==> src/rtl/alu_multicycle.sv <==
`timescale 1ns/1ps
// -----------------------------------------------------------------------------
// alu_multicycle
//
// Multi-cycle ALU placed between decode and writeback. It uses the same opcode
// map and flags as the single-cycle 32-bit ALU, and adds the following:
//   * registered result and flags
//   * a valid/ready handshake on both the issue side and the result side
//   * an iterative signed shift-add multiplier (WIDTH steps)
//   * an optional signed restoring divider, built only when ALU_MC_DIV_EN is
//     defined. When it is not defined, opcode 00111 is treated as unknown and
//     div_by_zero is tied to 0.
//
// Opcodes: 00000 ADD, 00001 SUB, 00010 AND, 00011 OR, 00100 SLL, 00101 SRA,
//          00110 MUL, 00111 DIV (ALU_MC_DIV_EN only). Any other opcode gives
//          result 0 with all flags 0.
//
// Ports:
//   clock, reset                 rising-edge clock, asynchronous active-high reset
//   data_operandA/B [WIDTH]      operands, captured on accept
//   ctrl_ALUopcode [5]           operation select
//   ctrl_shiftamt [SHAMT_W]      shift amount for SLL/SRA
//   ctrl_valid / ctrl_ready      issue handshake (accept = valid && ready)
//   data_result [WIDTH]          registered result
//   isNotEqual, isLessThan       registered A!=B and signed A<B
//   overflow, div_by_zero        registered signed overflow and divide-by-zero
//   result_valid / result_ready  result handshake
// -----------------------------------------------------------------------------
module alu_multicycle #(
    parameter int WIDTH   = 32,
    parameter int SHAMT_W = $clog2(WIDTH)
) (
    input  logic               clock,
    input  logic               reset,
    input  logic [WIDTH-1:0]   data_operandA,
    input  logic [WIDTH-1:0]   data_operandB,
    input  logic [4:0]         ctrl_ALUopcode,
    input  logic [SHAMT_W-1:0] ctrl_shiftamt,
    input  logic               ctrl_valid,
    output logic               ctrl_ready,
    output logic [WIDTH-1:0]   data_result,
    output logic               isNotEqual,
    output logic               isLessThan,
    output logic               overflow,
    output logic               div_by_zero,
    output logic               result_valid,
    input  logic               result_ready
);

    localparam logic [4:0] OP_ADD = 5'b00000;
    localparam logic [4:0] OP_SUB = 5'b00001;
    localparam logic [4:0] OP_AND = 5'b00010;
    localparam logic [4:0] OP_OR  = 5'b00011;
    localparam logic [4:0] OP_SLL = 5'b00100;
    localparam logic [4:0] OP_SRA = 5'b00101;
    localparam logic [4:0] OP_MUL = 5'b00110;
`ifdef ALU_MC_DIV_EN
    localparam logic [4:0] OP_DIV = 5'b00111;
    localparam logic [WIDTH-1:0] MOST_NEG = {1'b1, {(WIDTH-1){1'b0}}};
`endif
    // The counter has to hold the value WIDTH itself, so it is one bit wider
    // than the shift amount.
    localparam int CNT_W = SHAMT_W + 1;

    typedef enum logic [1:0] {S_IDLE, S_BUSY, S_DONE} state_t;

    state_t state_reg, state_next;

    logic accept;
    logic op_iter_in;

    // ---------------------------------------------------------------- handshake
    // Gating with reset keeps every output at 0 while reset is held.
    assign ctrl_ready   = ~reset & ((state_reg == S_IDLE) |
                                    ((state_reg == S_DONE) & result_ready));
    assign accept       = ctrl_valid & ctrl_ready;
    assign result_valid = (state_reg == S_DONE);

`ifdef ALU_MC_DIV_EN
    assign op_iter_in = (ctrl_ALUopcode == OP_MUL) | (ctrl_ALUopcode == OP_DIV);
`else
    assign op_iter_in = (ctrl_ALUopcode == OP_MUL);
`endif

    // ------------------------------------------------- single-cycle datapath
    logic [WIDTH-1:0] sum_in, diff_in, sc_result;
    logic             add_ovf_in, sub_ovf_in, sc_ne, sc_lt, sc_ovf;

    always_comb begin
        sum_in     = data_operandA + data_operandB;
        diff_in    = data_operandA - data_operandB;
        add_ovf_in = (data_operandA[WIDTH-1] == data_operandB[WIDTH-1]) &&
                     (sum_in[WIDTH-1] != data_operandA[WIDTH-1]);
        sub_ovf_in = (data_operandA[WIDTH-1] != data_operandB[WIDTH-1]) &&
                     (diff_in[WIDTH-1] != data_operandA[WIDTH-1]);
        sc_result  = '0;
        sc_ovf     = 1'b0;
        sc_ne      = (data_operandA != data_operandB);
        // XOR with the subtract overflow gives the true sign, which keeps the
        // compare correct at the signed extremes.
        sc_lt      = diff_in[WIDTH-1] ^ sub_ovf_in;
        case (ctrl_ALUopcode)
            OP_ADD: begin sc_result = sum_in;  sc_ovf = add_ovf_in; end
            OP_SUB: begin sc_result = diff_in; sc_ovf = sub_ovf_in; end
            OP_AND: sc_result = data_operandA & data_operandB;
            OP_OR:  sc_result = data_operandA | data_operandB;
            OP_SLL: sc_result = data_operandA << ctrl_shiftamt;
            OP_SRA: sc_result = WIDTH'($signed(data_operandA) >>> ctrl_shiftamt);
            default: begin
                sc_ne = 1'b0;
                sc_lt = 1'b0;
            end
        endcase
    end

    // ---------------------------------------------------- iterative datapath
    // hi_reg:lo_reg is the double-width product accumulator (MUL), or the
    // remainder:quotient pair (DIV). mag_reg holds the operand magnitude that
    // is added (MUL) or subtracted (DIV) on each step.
    logic [WIDTH-1:0] a_reg, b_reg, mag_reg, hi_reg, lo_reg;
    logic [CNT_W-1:0] cnt_reg;
    logic [WIDTH-1:0] mag_a_in;
    logic [WIDTH:0]   mul_sum;
    logic [WIDTH-1:0] hi_step, lo_step;

    assign mag_a_in = data_operandA[WIDTH-1] ? (~data_operandA + 1'b1) : data_operandA;

`ifdef ALU_MC_DIV_EN
    logic             div_sel_reg;
    logic [WIDTH-1:0] mag_b_in;
    logic [WIDTH:0]   rem_shift, trial;
    assign mag_b_in = data_operandB[WIDTH-1] ? (~data_operandB + 1'b1) : data_operandB;
`endif

    always_comb begin
        // Shift-add multiply step: add the multiplicand when the current LSB
        // of the multiplier is set, then shift the whole pair right.
        mul_sum = {1'b0, hi_reg} + (lo_reg[0] ? {1'b0, mag_reg} : {(WIDTH+1){1'b0}});
        hi_step = mul_sum[WIDTH:1];
        lo_step = {mul_sum[0], lo_reg[WIDTH-1:1]};
`ifdef ALU_MC_DIV_EN
        // Restoring divide step. The remainder is always below the divisor
        // magnitude (at most 2^(WIDTH-1)), so it fits in WIDTH bits.
        rem_shift = {hi_reg, lo_reg[WIDTH-1]};
        trial     = rem_shift - {1'b0, mag_reg};
        if (div_sel_reg) begin
            if (!trial[WIDTH]) begin
                hi_step = trial[WIDTH-1:0];
                lo_step = {lo_reg[WIDTH-2:0], 1'b1};
            end else begin
                hi_step = rem_shift[WIDTH-1:0];
                lo_step = {lo_reg[WIDTH-2:0], 1'b0};
            end
        end
`endif
    end

    // Final sign correction and flags, taken from the captured operands.
    logic [WIDTH-1:0]   fin_diff, fin_result;
    logic [2*WIDTH-1:0] prod_mag, prod_signed;
    logic               fin_sub_ovf, fin_ne, fin_lt, fin_ovf, fin_dbz, res_neg;

    always_comb begin
        fin_diff    = a_reg - b_reg;
        fin_sub_ovf = (a_reg[WIDTH-1] != b_reg[WIDTH-1]) &&
                      (fin_diff[WIDTH-1] != a_reg[WIDTH-1]);
        fin_ne      = (a_reg != b_reg);
        fin_lt      = fin_diff[WIDTH-1] ^ fin_sub_ovf;
        res_neg     = a_reg[WIDTH-1] ^ b_reg[WIDTH-1];
        prod_mag    = {hi_reg, lo_reg};
        prod_signed = res_neg ? (~prod_mag + 1'b1) : prod_mag;
        fin_result  = prod_signed[WIDTH-1:0];
        // The product fits in WIDTH bits only if bits [2W-1:W-1] are a pure
        // sign extension.
        fin_ovf     = !((&prod_signed[2*WIDTH-1:WIDTH-1]) ||
                        !(|prod_signed[2*WIDTH-1:WIDTH-1]));
        fin_dbz     = 1'b0;
`ifdef ALU_MC_DIV_EN
        if (div_sel_reg) begin
            fin_ovf = (a_reg == MOST_NEG) && (b_reg == {WIDTH{1'b1}});
            if (b_reg == '0) begin
                fin_result = '0;
                fin_dbz    = 1'b1;
            end else begin
                fin_result = res_neg ? (~lo_reg + 1'b1) : lo_reg;
            end
        end
`endif
    end

    // ------------------------------------------------------------------ FSM
    always_ff @(posedge clock or posedge reset) begin
        if (reset) state_reg <= S_IDLE;
        else       state_reg <= state_next;
    end

    always_comb begin
        state_next = state_reg;
        case (state_reg)
            S_IDLE: if (accept) state_next = op_iter_in ? S_BUSY : S_DONE;
            S_BUSY: if (cnt_reg == '0) state_next = S_DONE;
            S_DONE: begin
                if (accept)            state_next = op_iter_in ? S_BUSY : S_DONE;
                else if (result_ready) state_next = S_IDLE;
            end
            default: state_next = S_IDLE;
        endcase
    end

    // ------------------------------------------------------ datapath state
    logic [WIDTH-1:0] result_reg;
    logic             ne_reg, lt_reg, ovf_reg;

    always_ff @(posedge clock or posedge reset) begin
        if (reset) begin
            a_reg      <= '0;
            b_reg      <= '0;
            mag_reg    <= '0;
            hi_reg     <= '0;
            lo_reg     <= '0;
            cnt_reg    <= '0;
            result_reg <= '0;
            ne_reg     <= 1'b0;
            lt_reg     <= 1'b0;
            ovf_reg    <= 1'b0;
        end else if (accept) begin
            a_reg   <= data_operandA;
            b_reg   <= data_operandB;
            hi_reg  <= '0;
            cnt_reg <= CNT_W'(WIDTH);
            mag_reg <= mag_a_in;
            lo_reg  <= data_operandB[WIDTH-1] ? (~data_operandB + 1'b1) : data_operandB;
`ifdef ALU_MC_DIV_EN
            if (ctrl_ALUopcode == OP_DIV) begin
                mag_reg <= mag_b_in;
                lo_reg  <= mag_a_in;
            end
`endif
            if (!op_iter_in) begin
                result_reg <= sc_result;
                ne_reg     <= sc_ne;
                lt_reg     <= sc_lt;
                ovf_reg    <= sc_ovf;
            end
        end else if (state_reg == S_BUSY) begin
            if (cnt_reg != '0) begin
                hi_reg  <= hi_step;
                lo_reg  <= lo_step;
                cnt_reg <= cnt_reg - 1'b1;
            end else begin
                result_reg <= fin_result;
                ne_reg     <= fin_ne;
                lt_reg     <= fin_lt;
                ovf_reg    <= fin_ovf;
            end
        end
    end

`ifdef ALU_MC_DIV_EN
    logic dbz_reg;
    always_ff @(posedge clock or posedge reset) begin
        if (reset) begin
            div_sel_reg <= 1'b0;
            dbz_reg     <= 1'b0;
        end else if (accept) begin
            div_sel_reg <= (ctrl_ALUopcode == OP_DIV);
            if (!op_iter_in) dbz_reg <= 1'b0;
        end else if ((state_reg == S_BUSY) && (cnt_reg == '0)) begin
            dbz_reg <= fin_dbz;
        end
    end
    assign div_by_zero = dbz_reg;
`else
    assign div_by_zero = 1'b0;
`endif

    assign data_result = result_reg;
    assign isNotEqual  = ne_reg;
    assign isLessThan  = lt_reg;
    assign overflow    = ovf_reg;

endmodule

==> config.mk <==
export PLATFORM = sky130hd
export DESIGN_NAME = alu_multicycle
export DESIGN_NICKNAME = d
export VERILOG_FILES = /design/src/rtl/alu_multicycle.sv
export SDC_FILE = /design/constraint.sdc
export NUM_CORES = 1
export LEC_CHECK = 0
export CAP_MARGIN = 0
export CORE_MARGIN = 2
export CORE_UTILIZATION = 35
export CTS_CLUSTER_DIAMETER = 30
export DETAILED_ROUTE_END_ITERATION = 10
export HOLD_SLACK_MARGIN = 0.15
export MAX_ROUTING_LAYER = met4
export PLACE_DENSITY_LB_ADDON = 0.15
export SLEW_MARGIN = 20
export SYNTH_ARGS = -nofsm -noshare
export SYNTH_HDL_FRONTEND = slang
export SYNTH_SLANG_ARGS = --single-unit
export TNS_END_PERCENT = 10
==> constraint.sdc <==
create_clock -name clock -period 11.64 [get_ports clock]
set_input_delay 2.328 -clock clock [delete_from_list [all_inputs] [get_ports clock]]
set_output_delay 2.328 -clock clock [all_outputs]
set_load 0.005 [all_outputs]
# --- Yosys cells after proc, flatten, opt, wreduce, memory -nomap -nowiden ---
# Index checks and enable logic that the tools add are counted.
totals:
  regBits: 203
  input_bits: 78
  output_inout_bits: 38
  wordCells: 112
classes:
  addsub: 8
  n_eq_ne: 21
  n_shift: 2
  muxes: 39
  bitwise_logic: 13
  reduce_logical: 18
op_table:
  columns: ["cell", "count"]
  rows:
  - ["2-to-1 mux 32 bit", 13]
  - ["one-hot mux 32 bit (6 select lines)", 1]
  - ["adder 32 x 1 -> 32 bit (second input constant)", 2]
  - ["adder 64 x 1 -> 64 bit (second input constant)", 1]
  - ["2-to-1 mux 64 bit", 1]
  - ["inequality test 32 bit", 2]
  - ["NOT 32 bit", 2]
  - ["NOT 64 bit", 1]
  - ["subtractor 32 bit", 2]
  - ["adder 32 x 32 -> 33 bit", 1]
  - ["AND reduction 33 bit", 1]
  - ["OR reduction 33 bit", 1]
  - ["adder 32 bit", 1]
  - ["AND 32 bit", 1]
  - ["bitwise OR 32 bit", 1]
  - ["left shift 32 x 5 -> 32 bit", 1]
  - [">>> shifter 32 x 5 -> 32 bit", 1]
  - ["2-to-1 mux 6 bit", 3]
  - ["== test 5 x 3 -> 1 bit (second input constant)", 3]
  - ["2-to-1 mux 1 bit", 14]
  - ["== test 5 x 2 -> 1 bit (second input constant)", 2]
  - ["2-to-1 mux 2 bit", 5]
  - ["inequality test 2 bit (second input constant)", 4]
  - ["logical NOT 6 bit", 1]
  - ["other kinds (23)", 36]

# --- Longest topological paths before layout ---
depth:
  ltp_word: 10
  ltp_mapped: 20
  mapped_depth_nobuf: 18

# --- Least setup slack after synthesis ---
# OpenSTA, ideal clock, no wires.
synth_timing:
  path_kind: "input -> register"
  startpoint: "input port data_operandA[7]"
  endpoint: "register result_reg[31], in the netlist data_result[31]"
  setup_ns: 0.140
  arrival_ns: 5.910
  t_required_ns: 11.500
  setup_slack_ns: 5.590
  stages: 19
  path_buffers: 2
  path_cell_list: "clkbuf_1 -> inv_1 -> ha_1 -> clkbuf_1 -> nor4_1 -> a21boi_0 -> nor4_1 -> o31ai_1 -> o21ai_0 -> or2_2 -> a31oi_1 -> nor2_1 -> o21bai_1 -> fa_1 -> a22o_1 -> a22oi_1 -> o2111ai_1 -> a21oi_1 -> a211oi_1"
synth_between:
  elab_chain_len: 4
  elab_cells_between_ends: 7
  classes_between: "2 x add/sub; 2 x shift; 3 x mux"
synth_rtl:
  columns: ["item", "line_no", "source"]
  rows:
  - ["start, declared", "35", "input logic [WIDTH-1:0] data_operandA,"]
  - ["subtractor 32 bit (tied with other cells)", "91", "diff_in = data_operandA - data_operandB;"]
  - ["one-hot mux 32 bit (6 select lines) *", "102", "case (ctrl_ALUopcode)"]
  - ["2-to-1 mux 32 bit *", "239", "if (!op_iter_in) begin"]
  - ["2-to-1 mux 32 bit *", "226", "end else if (accept) begin"]
  - ["end signal, assigned", "240", "result_reg <= sc_result;"]
  - ["end signal, assigned", "251", "result_reg <= fin_result;"]
  - ["end, declared", "211", "logic [WIDTH-1:0] result_reg;"]
# Every way passes the cells marked *; elsewhere a longest branch is shown, timed or not. The select of a mux whose other input is x is not followed.
# A chain may end at the register's enable or synchronous reset.

# --- Worst setup path after layout ---
layout_timing:
  startpoint: "input port data_operandA[3]"
  endpoint: "register result_reg[31], in the netlist data_result[31]"
# The elaborated chain is that of the path after synthesis.

==> results.toml <==
[clocking]
htreeDepth = 3
cts_tree = "built"
postCtsHoldBufs = 0
post_cts_buffers = 0
clk_latency_ps = 630
cts-resized-gates = 0
cts-root-buf = "clkbuf_16"
cts_made_buffers = 69
path_clk_slew_ps = 40
cts_sinks = 202
cts_buffer_depth = 3

[synth]
syn_nets = 3005
ys_async_sr_fraction_pct = 100
synth_edf_count = 0
syn_inst = 2744
yosysSeqAreaShare_pct = 23.6
syn_area_per_cell_um2 = 7.82
ys_ff_latch = 202
synth_cell_types = 85
synth-main-ff-cell = "dfrtp_1"
syn-cell-area_mm2 = 0.0214
yosysWarnings = 0

[setup_path]
setup.worst_path.end_class = "register"
critical_path_buf_inv_count = 3
critical_path_depth = 19
r2r_start = "lo_reg[0]"
cp_slowest_stage_delay_ps = 870
worst-setup-path-type = "in -> reg"
cp-startpoint = "data_operandA[3]"
critPathArrivalTime_ps = 8050
critical_path.cell_chain = "clkdlybuf4s50_1 -> inv_1 -> ha_1 -> inv_1 -> a221oi_1 -> nor2_1 -> nor4_1 -> o31ai_1 -> o21ai_0 -> or2_2 -> a31oi_1 -> nor2_1 -> o21bai_1 -> fa_1 -> a22o_1 -> a22oi_1 -> o2111ai_1 -> a21oi_1 -> a211oi_1"
crit_family = "compound AO/OA/AOI/OAI gates"
cp_slowest_cell = "clkdlybuf4s50_1"
reg2reg_slack_ps = 7570
crit_fanout = 10
cp-start-kind = "input pin"
cp_data_required_time_ps = 12110
rr_worst_depth = 13

[flow_run]
drv_cap = 0

[grt]
grt_max_degree = 158
antenna_found_initial = 5
first_global_vias = 21100
grt_overflow = 0
grt_usage_pct = 32.3
grt_pass1_wl_um = 146000

[timing]
rsz0062_at_grt = "false"
clock_skew_ps = 37.4
final.setup.worst_slack_ps = 4060
clock.fmax_mhz = 132
final.setup.tns_ps = 0
slew_violations = 0
worst_pin_slew_ps = 1210
hold_viol = 0
slew-limit-headroom_pct = 17.4
min_period_ps = 7580
fin_crit_sh_pct = 65.1
setup_viol = 0

[power_and_ir_drop]
power_density_mw_per_mm2 = 167
vdd_drop_max_mv = 0.0993
p_leak_nw = 10.9

[cells_and_area]
syn2layout_area_growth_pct = 20.4
multi_input_area_mm2 = 0.0151
drive_gt1_share_pct = 9.13
layout.nets = 3035
final_util_pct = 42.7
seqCellArea_mm2 = 0.00505
final_area_mm2 = 0.0258
instances_no_fill = 3613
fillers = 6135

[drt]
vias_per_cell = 6.14
wl_per_cell_um = 27.8
route.detailed.drc = 0
ant_nets = 0
vias = 22200
drt_iter0_drc = 2730
wl_um = 101000
dr.pass1.iters = 5

[die]
fp.dieH_um = 252
fp.dieW_um = 252
dieArea_mm2 = 0.0633
floorplan.initialDensity_pct = 35.5
fp-row-count = 90
fp.coreArea_mm2 = 0.0605
ios = 116

[min_path]
hp-class = "reg -> reg"
hold_depth = 2
holdCritStartpoint = "mag_reg[20]"

[outcome]
status = "finished, final reports clean"

[placement]
place_ws_ps = 3650
hpwl_um = 77300
placed_cells = 3485
placed_area_mm2 = 0.0232
numPortBuffers = 114
place.gp.congestion = 0.995
where the power goes:
part           total (mW)  internal, mW  switching, mW  leakage [nW]
Sequential          0.948         0.822          0.126          2.52
Combinational        1.25         0.475          0.771          7.05
Clock                2.12          1.53          0.595          1.30
layout make-up:
cell class | count | area share (%)
multi-input combinational | 2194 | 58.6
sequential | 202 | 19.6
clock buffer | 93 | 7.69
timing repair buffer | 149 | 5.41
tap | 782 | 3.79
clock inverter | 31 | 2.60
inverter | 158 | 2.33
antenna | 4 | 0.0388
worst reg2reg max path, stage by stage (launching register included):
cell       delay, ps
dfrtp_1          370
buf_4            250
and2_1           240
fa_1             480
a211oi_1         250
nor2_1           130
o21ai_0          270
a21bo_2          240
o21ai_0          240
a211o_1          370
a41oi_1          290
o311ai_0         250
a2111oi_0        490
a21oi_1           70
through the flow:
step	hold slack, ps	power [mW]
floorplan	442	1.68
detailed placement	465	2.17
global placement	460	2.17
CTS	475	4.32
finish	466	4.32
global route	508	4.50
cell usage in the layout (no fill, tap or decap), types with 10 or more instances in the layout:
master / n
a31oi_1: 59
o21ai_0: 276
and3_1: 14
o221ai_1: 17
mux4_2: 51
nor4_1: 33
mux2_2: 10
clkbuf_8: 17
clkbuf_16: 69
mux2i_1: 60
buf_4: 36
or4_1: 13
nor2b_1: 17
clkdlybuf4s50_1: 109
nand4_1: 25
nand2_1: 291
a211o_1: 10
ha_1: 178
o21bai_1: 18
a21oi_1: 183
bufinv_16: 15
nor2_1: 247
a221oi_1: 19
o211ai_1: 15
nor3_1: 52
or3_1: 21
a22oi_1: 10
a211oi_1: 28
dfrtp_1: 202
a21o_1: 25
o31ai_1: 35
o41ai_1: 15
nand2b_1: 21
nand3_1: 69
o21a_1: 20
inv_1: 154
o22ai_1: 18
xor2_1: 44
xnor2_1: 131
and2_1: 34
cell usage after synthesis, types with 59 or more instances:
library cell / count / share of area, %
a31oi_1: 59 / 1.7
clkbuf_1: 162 / 2.8
mux2i_1: 60 / 2.8
o21ai_0: 276 / 6.4
nand3_1: 69 / 1.6
xnor2_1: 132 / 5.4
ha_1: 178 / 10
a21oi_1: 184 / 4.3
inv_1: 156 / 2.7
nor2_1: 247 / 4.3
dfrtp_1: 202 / 24
nand2_1: 293 / 5.1
path summary, 6_finish.rpt:
kind	to
max	data_result[31]
max in group asynchronous	a_reg[12]
min	mag_reg[20]
min in group asynchronous	cnt_reg[2]
max reg2reg	hi_reg[31]
min reg2reg	mag_reg[20]
layer usage:
layer / share of wire [%] / wire (um) / up-vias / global-route usage (%)
met3: 8.3 / 8350 / 174 / 5.46
met5: 0 / 0 / - / -
li1: - / - / 9988 / -
met1: 45 / 45600 / 11000 / 45.5
met2: 42 / 42700 / 1086 / 46.2
met4: 3.9 / 3920 / 0 / 11.8
kinds of logic after synthesis:
logic type	share of synthesized area, %
AO/OA/AOI/OAI	24.4
other	0.0175
AND/OR/NAND/NOR	19.1
buffers and inverters	6.15
adder cells (fa/ha/maj)	10.8
XOR/XNOR	7.23
flip-flops	23.6
multiplexers	8.68
Power figures use the tool's default switching activity.
